## config.mk

```make
export PLATFORM = sky130hd
export DESIGN_NAME = keypad_entry_ctrl
export DESIGN_NICKNAME = d
export VERILOG_FILES = /design/src/rtl/keypad_entry_ctrl.sv
export SDC_FILE = /design/constraint.sdc
export NUM_CORES = 1
export LEC_CHECK = 0
export ABC_AREA = 1
export BUFFER_PORTS_ARGS = -buffer_cell sky130_fd_sc_hd__buf_2
export CORE_MARGIN = 2
export CORE_UTILIZATION = 33
export DETAILED_ROUTE_END_ITERATION = 10
export PLACE_DENSITY = 0.5
export SETUP_SLACK_MARGIN = 0.15
export SLEW_MARGIN = 30
export SYNTH_ARGS = -nofsm -noshare
export SYNTH_HDL_FRONTEND = slang
export SYNTH_SLANG_ARGS = --single-unit
```

## constraint.sdc

```tcl
create_clock -name clk -period 5.1 [get_ports clk]
set_clock_uncertainty 0.1 [all_clocks]
set_input_delay 0.255 -clock clk [delete_from_list [all_inputs] [get_ports clk]]
set_output_delay 0.255 -clock clk [all_outputs]
set_load 0.01 [all_outputs]
```

## src/rtl/keypad_entry_ctrl.sv

```systemverilog
// rtl/keypad_entry_ctrl.sv - keypad operand entry sequencer for the FP16 adder
// Optional idle-timeout abandon of a partial entry: define KEYPAD_ENTRY_TIMEOUT_EN.
module keypad_entry_ctrl #(
  parameter int          DIGITS         = 4,
  parameter int unsigned TIMEOUT_CYCLES = 500000000
) (
  input  logic        clk,
  input  logic        rst,
  input  logic        key_valid,
  input  logic [3:0]  key_code,
  input  logic        btn_clear,
  input  logic [15:0] add_result,
  input  logic        add_done,
  output logic        add_start,
  output logic [15:0] op_a,
  output logic [15:0] op_b,
  output logic [15:0] disp_val,
  output logic [2:0]  digit_cnt,
  output logic [1:0]  phase
);

  typedef enum logic [2:0] {
    S_ENTER_A = 3'd0,
    S_ENTER_B = 3'd1,
    S_START   = 3'd2,
    S_WAIT    = 3'd3,
    S_SHOW    = 3'd4
  } state_t;

  localparam logic [2:0] LAST_DIGIT = 3'(DIGITS - 1);
  localparam logic [2:0] FULL_CNT   = 3'(DIGITS);

  state_t      state_q, state_d;
  logic [15:0] op_a_q, op_a_d;
  logic [15:0] op_b_q, op_b_d;
  logic [15:0] result_q, result_d;
  logic [15:0] disp_val_q, disp_val_d;
  logic [2:0]  digit_cnt_q, digit_cnt_d;
  logic [1:0]  phase_q, phase_d;
  logic        add_start_q, add_start_d;
  logic        clear_pend_q, clear_pend_d;
  logic        do_clear;
  logic        timeout_hit;

`ifdef KEYPAD_ENTRY_TIMEOUT_EN
  logic [31:0] idle_q, idle_d;
  logic        idle_counting;

  // Idle counter runs only while a user could still be typing or reading a result
  always_comb begin
    idle_counting = ((state_q == S_ENTER_A) && (digit_cnt_q != 3'd0)) ||
                    (state_q == S_ENTER_B) || (state_q == S_SHOW);
    timeout_hit   = idle_counting && (idle_q == 32'(TIMEOUT_CYCLES - 1));
    idle_d        = idle_q;
    if (key_valid || btn_clear || timeout_hit || (state_d != state_q)) begin
      idle_d = 32'd0;
    end else if (idle_counting) begin
      idle_d = idle_q + 32'd1;
    end
  end

  // Idle counter register
  always_ff @(posedge clk) begin
    if (rst) begin
      idle_q <= 32'd0;
    end else begin
      idle_q <= idle_d;
    end
  end
`else
  wire unused_timeout = ^TIMEOUT_CYCLES;
  assign timeout_hit = 1'b0;
`endif

  // Next-state, operand shifting and registered-output precomputation
  always_comb begin
    state_d      = state_q;
    op_a_d       = op_a_q;
    op_b_d       = op_b_q;
    result_d     = result_q;
    digit_cnt_d  = digit_cnt_q;
    clear_pend_d = clear_pend_q;
    do_clear     = 1'b0;

    case (state_q)
      S_ENTER_A: begin
        if (btn_clear) begin
          do_clear = 1'b1;
        end else if (key_valid) begin
          op_a_d = {op_a_q[11:0], key_code};
          if (digit_cnt_q == LAST_DIGIT) begin
            state_d     = S_ENTER_B;
            digit_cnt_d = 3'd0;
            op_b_d      = 16'h0000;
          end else begin
            digit_cnt_d = digit_cnt_q + 3'd1;
          end
        end
      end
      S_ENTER_B: begin
        if (btn_clear) begin
          do_clear = 1'b1;
        end else if (key_valid) begin
          op_b_d = {op_b_q[11:0], key_code};
          if (digit_cnt_q == LAST_DIGIT) begin
            state_d     = S_START;
            digit_cnt_d = FULL_CNT;
          end else begin
            digit_cnt_d = digit_cnt_q + 3'd1;
          end
        end
      end
      S_START: begin
        // The adder has already been kicked; a clear must wait for its done
        if (btn_clear) begin
          clear_pend_d = 1'b1;
        end
        state_d = S_WAIT;
      end
      S_WAIT: begin
        if (btn_clear) begin
          clear_pend_d = 1'b1;
        end
        if (add_done) begin
          if (clear_pend_q || btn_clear) begin
            do_clear = 1'b1;
          end else begin
            result_d = add_result;
            state_d  = S_SHOW;
          end
        end
      end
      S_SHOW: begin
        if (btn_clear) begin
          do_clear = 1'b1;
        end else if (key_valid) begin
          op_a_d      = {12'h000, key_code};
          op_b_d      = 16'h0000;
          digit_cnt_d = 3'd1;
          state_d     = S_ENTER_A;
        end
      end
      default: begin
        do_clear = 1'b1;
      end
    endcase

    if (timeout_hit) begin
      do_clear = 1'b1;
    end

    if (do_clear) begin
      op_a_d       = 16'h0000;
      op_b_d       = 16'h0000;
      digit_cnt_d  = 3'd0;
      clear_pend_d = 1'b0;
      state_d      = S_ENTER_A;
    end

    add_start_d = (state_d == S_START);
    case (state_d)
      S_ENTER_A: begin
        phase_d    = 2'd0;
        disp_val_d = op_a_d;
      end
      S_ENTER_B: begin
        phase_d    = 2'd1;
        disp_val_d = op_b_d;
      end
      S_START, S_WAIT: begin
        phase_d    = 2'd2;
        disp_val_d = op_b_d;
      end
      default: begin
        phase_d    = 2'd3;
        disp_val_d = result_d;
      end
    endcase
  end

  // State and output registers
  always_ff @(posedge clk) begin
    if (rst) begin
      state_q      <= S_ENTER_A;
      op_a_q       <= 16'h0000;
      op_b_q       <= 16'h0000;
      result_q     <= 16'h0000;
      disp_val_q   <= 16'h0000;
      digit_cnt_q  <= 3'd0;
      phase_q      <= 2'd0;
      add_start_q  <= 1'b0;
      clear_pend_q <= 1'b0;
    end else begin
      state_q      <= state_d;
      op_a_q       <= op_a_d;
      op_b_q       <= op_b_d;
      result_q     <= result_d;
      disp_val_q   <= disp_val_d;
      digit_cnt_q  <= digit_cnt_d;
      phase_q      <= phase_d;
      add_start_q  <= add_start_d;
      clear_pend_q <= clear_pend_d;
    end
  end

  assign add_start = add_start_q;
  assign op_a      = op_a_q;
  assign op_b      = op_b_q;
  assign disp_val  = disp_val_q;
  assign digit_cnt = digit_cnt_q;
  assign phase     = phase_q;

endmodule

```

==> results.toml <==
[sta]
final.period_utilization = 0.443
period_minus_slack_ns = 2.26
final.setup.worst_slack_ns = 2.84
final_hold_viol_count = 0
slew_violations = 0
worst_pin_slew_ns = 0.773
setup_viol = 0
rsz0062_at_grt = "false"
max_freq_mhz = 442
finalSetupTns_ns = 0
relSlewSlack = 0.483

[power]
vdd.ir_drop.worst_v = 0.000134
power_mw = 1.10
leakage_nw = 2.14
p_per_area_nw_per_um2 = 266

[grt]
grt_max_degree = 38
grt_pass1_vias = 3260
antenna_found_initial = 0
grt_pass1_wl_mm = 15.6
gr-total-overflow = 0
grt_usage = 0.172

[floorplan]
fp.coreArea_um2 = 10300
die_w_um = 107
fp.dieArea_um2 = 11400
start_util = 0.339
die_h_um = 107
placementRows = 37
ioPinCount = 79

[yosys]
ys_seq_area_frac = 0.425
synthTopCellsByArea = "dfxtp_1 (43%), nand2_1 (15%), nor2_1 (9.4%), nand3_1 (7.0%), inv_1 (7.0%)"
synthFlopType = "dfxtp_1"
synth.area.mux_share = 0
synth-edff-count = 0
yosys.cell_types.count = 28
synthCells = 518
syn_area_um2 = 3480
ys_warn_count = 0
synthArstFlopShare = 0
synth_compound_area_frac = 0.0920
syn_area_per_cell_um2 = 6.72
synthSimpleGateAreaFrac = 0.360
synthXorXnorAreaFrac = 0
synth_top_area_cell = "dfxtp_1"
synth_top_family_by_area = "simple AND/OR/NAND/NOR gates"
syn_nets = 546
synth-seq-cells = 74
synth_top_area_frac = 0.425
synth-adder-area-share = 0.0108

[hold_path]
min_from = "add_result[6]"
hold_path_end = "result_q[6]$_SDFF_PP0_"
hp-class = "in -> reg"
min_path_cells = 5

[cts]
cts_sinks = 74
path_clk_slew_ns = 0.08
ctsResizeCount = 0
cts_tree = "built"
cts_buffer_depth = 2
cts_hold_buf = 0
htree_levels = 3
clock_latency_ns = 0.35
numCtsBuffers = 9
post_cts_buffers = 0
cts_root_buf = "clkbuf_8"

[final_layout]
layout-drive-gt1-share = 0.201
final_common_cell = "nand2_1"
area_growth_pct = 18.6
fillers = 1148
layout_common_cells = "nand2_1 (140), nor2_1 (87), buf_2 (78)"
diodes = 0
final_nets = 616

[placement]
portBuffers = 78
place_congestion = 0.813
dp_slack_ns = 2.64
hpwl_mm = 7.04

[worst_setup_path]
crit_type = "reg -> reg"
worst_r2r_endpoint = "phase[0]$_SDFF_PP0_"
rrSetupSlack_ns = 2.84
path_max_fanout = 37
end_kind = "flip-flop"
reg2reg_depth = 8
required_ns = 5.22
critPathArrivalTime_ns = 2.38
start_kind = "flip-flop"
reg2reg_from = "state_q[0]$_SDFF_PP0_"

[detailed_routing]
detailedRoute.firstIterationViolations = 155
dr.pass1.iters = 5
ant_nets = 0
drc = 0
vias_per_cell = 4.57
routed-via-count = 3332
drt-wirelength-per-cell_um = 12.8
routed_wl_mm = 9.34

[run]
maxCapViolations = 0

[outcome]
status = "finished, final reports clean"
[cells by family (layout without fill, tap and decap cells)]
group,count (synthesis),count (layout)
DFF,74,74
adders and majority gates,3,3
AOI/OAI and AO/OA,56,56
buffers and inverters,90,165
and+or+nand+nor,295,295
[per-layer routing]
layer | vias up | wire (µm) | global-route usage
met5 | - | 0 | 0
met4 | 0 | 163 | 0.0659
met3 | 16 | 480 | 0.0298
met2 | 93 | 4330 | 0.286
met1 | 1489 | 4360 | 0.222
li1 | 1734 | - | -
[synth_stat cells, types with 2 or more instances]
cell type	number
nor2_1	87
nand3_1	49
buf_2	9
inv_1	65
a31oi_1	3
ha_1	3
clkbuf_1	4
nand2_4	3
buf_6	3
nor2_4	2
dfxtp_1	74
nand3_2	4
nand2_2	7
a21oi_2	2
clkinv_1	2
buf_4	4
a21oi_1	46
nand2_1	140
inv_2	2
[metrics by stage]
stage	instances	area (µm²)	util	hold slack [ns]
4_1_cts	729	4130	0.402	0.131
6_report	729	4130	0.402	0.129
3_3_place_gp	713	3930	0.382	0.374
2_1_floorplan	518	3480	-	0.256
3_5_place_dp	713	3930	0.382	0.386
5_1_grt	729	4130	0.402	0.156
[worst max-delay path by stage]
stage | endpoint | slack (ns) | start
2_1_floorplan | disp_val[10]$_SDFF_PP0_ | 3.32 | digit_cnt[0]$_SDFFE_PP0P_
3_3_place_gp | phase[0]$_SDFF_PP0_ | 2.69 | rst
3_5_place_dp | phase[0]$_SDFF_PP0_ | 2.64 | rst
4_1_cts | phase[0]$_SDFF_PP0_ | 2.78 | state_q[0]$_SDFF_PP0_
5_1_grt | disp_val[1]$_SDFF_PP0_ | 2.61 | state_q[2]$_SDFF_PP0_
6_report | phase[0]$_SDFF_PP0_ | 2.84 | state_q[0]$_SDFF_PP0_
[sequential cells by signal, summed over array words and instances (netlist names)]
| signal | cells |
|---|---|
| phase | 2 |
| result_q | 16 |
| add_start | 1 |
| clear_pend_q | 1 |
| op_b | 16 |
| state_q | 3 |
| op_a | 16 |
| digit_cnt | 3 |
| disp_val | 16 |
[power breakdown]
group	switching, mW	internal [mW]
Sequential	0.00108	0.579
Clock	0.222	0.250
Combinational	0.0331	0.0152
Total	0.256	0.845
[layout make-up]
cell class / instances / area [µm²] / area share
multi-input cells: 354 / 1610 / 0.390
flip-flops and latches: 74 / 1480 / 0.359
repair buffers: 79 / 398 / 0.0963
inverters: 70 / 265 / 0.0642
well taps: 136 / 170 / 0.0412
clock buffers: 11 / 151 / 0.0366
clock inverters: 5 / 52.6 / 0.0127
[critical path, cell delays in order, from the launching register on]
cell and delay (ns):
dfxtp_1 0.49, nand2_2 0.09, nor2_2 0.14, nand3_2 0.10, nand2_4 0.24, inv_4 0.08, nand2_2 0.58, a21oi_1 0.12
o21bai_1 0.20
No activity file was read; power rests on OpenSTA's default activity.
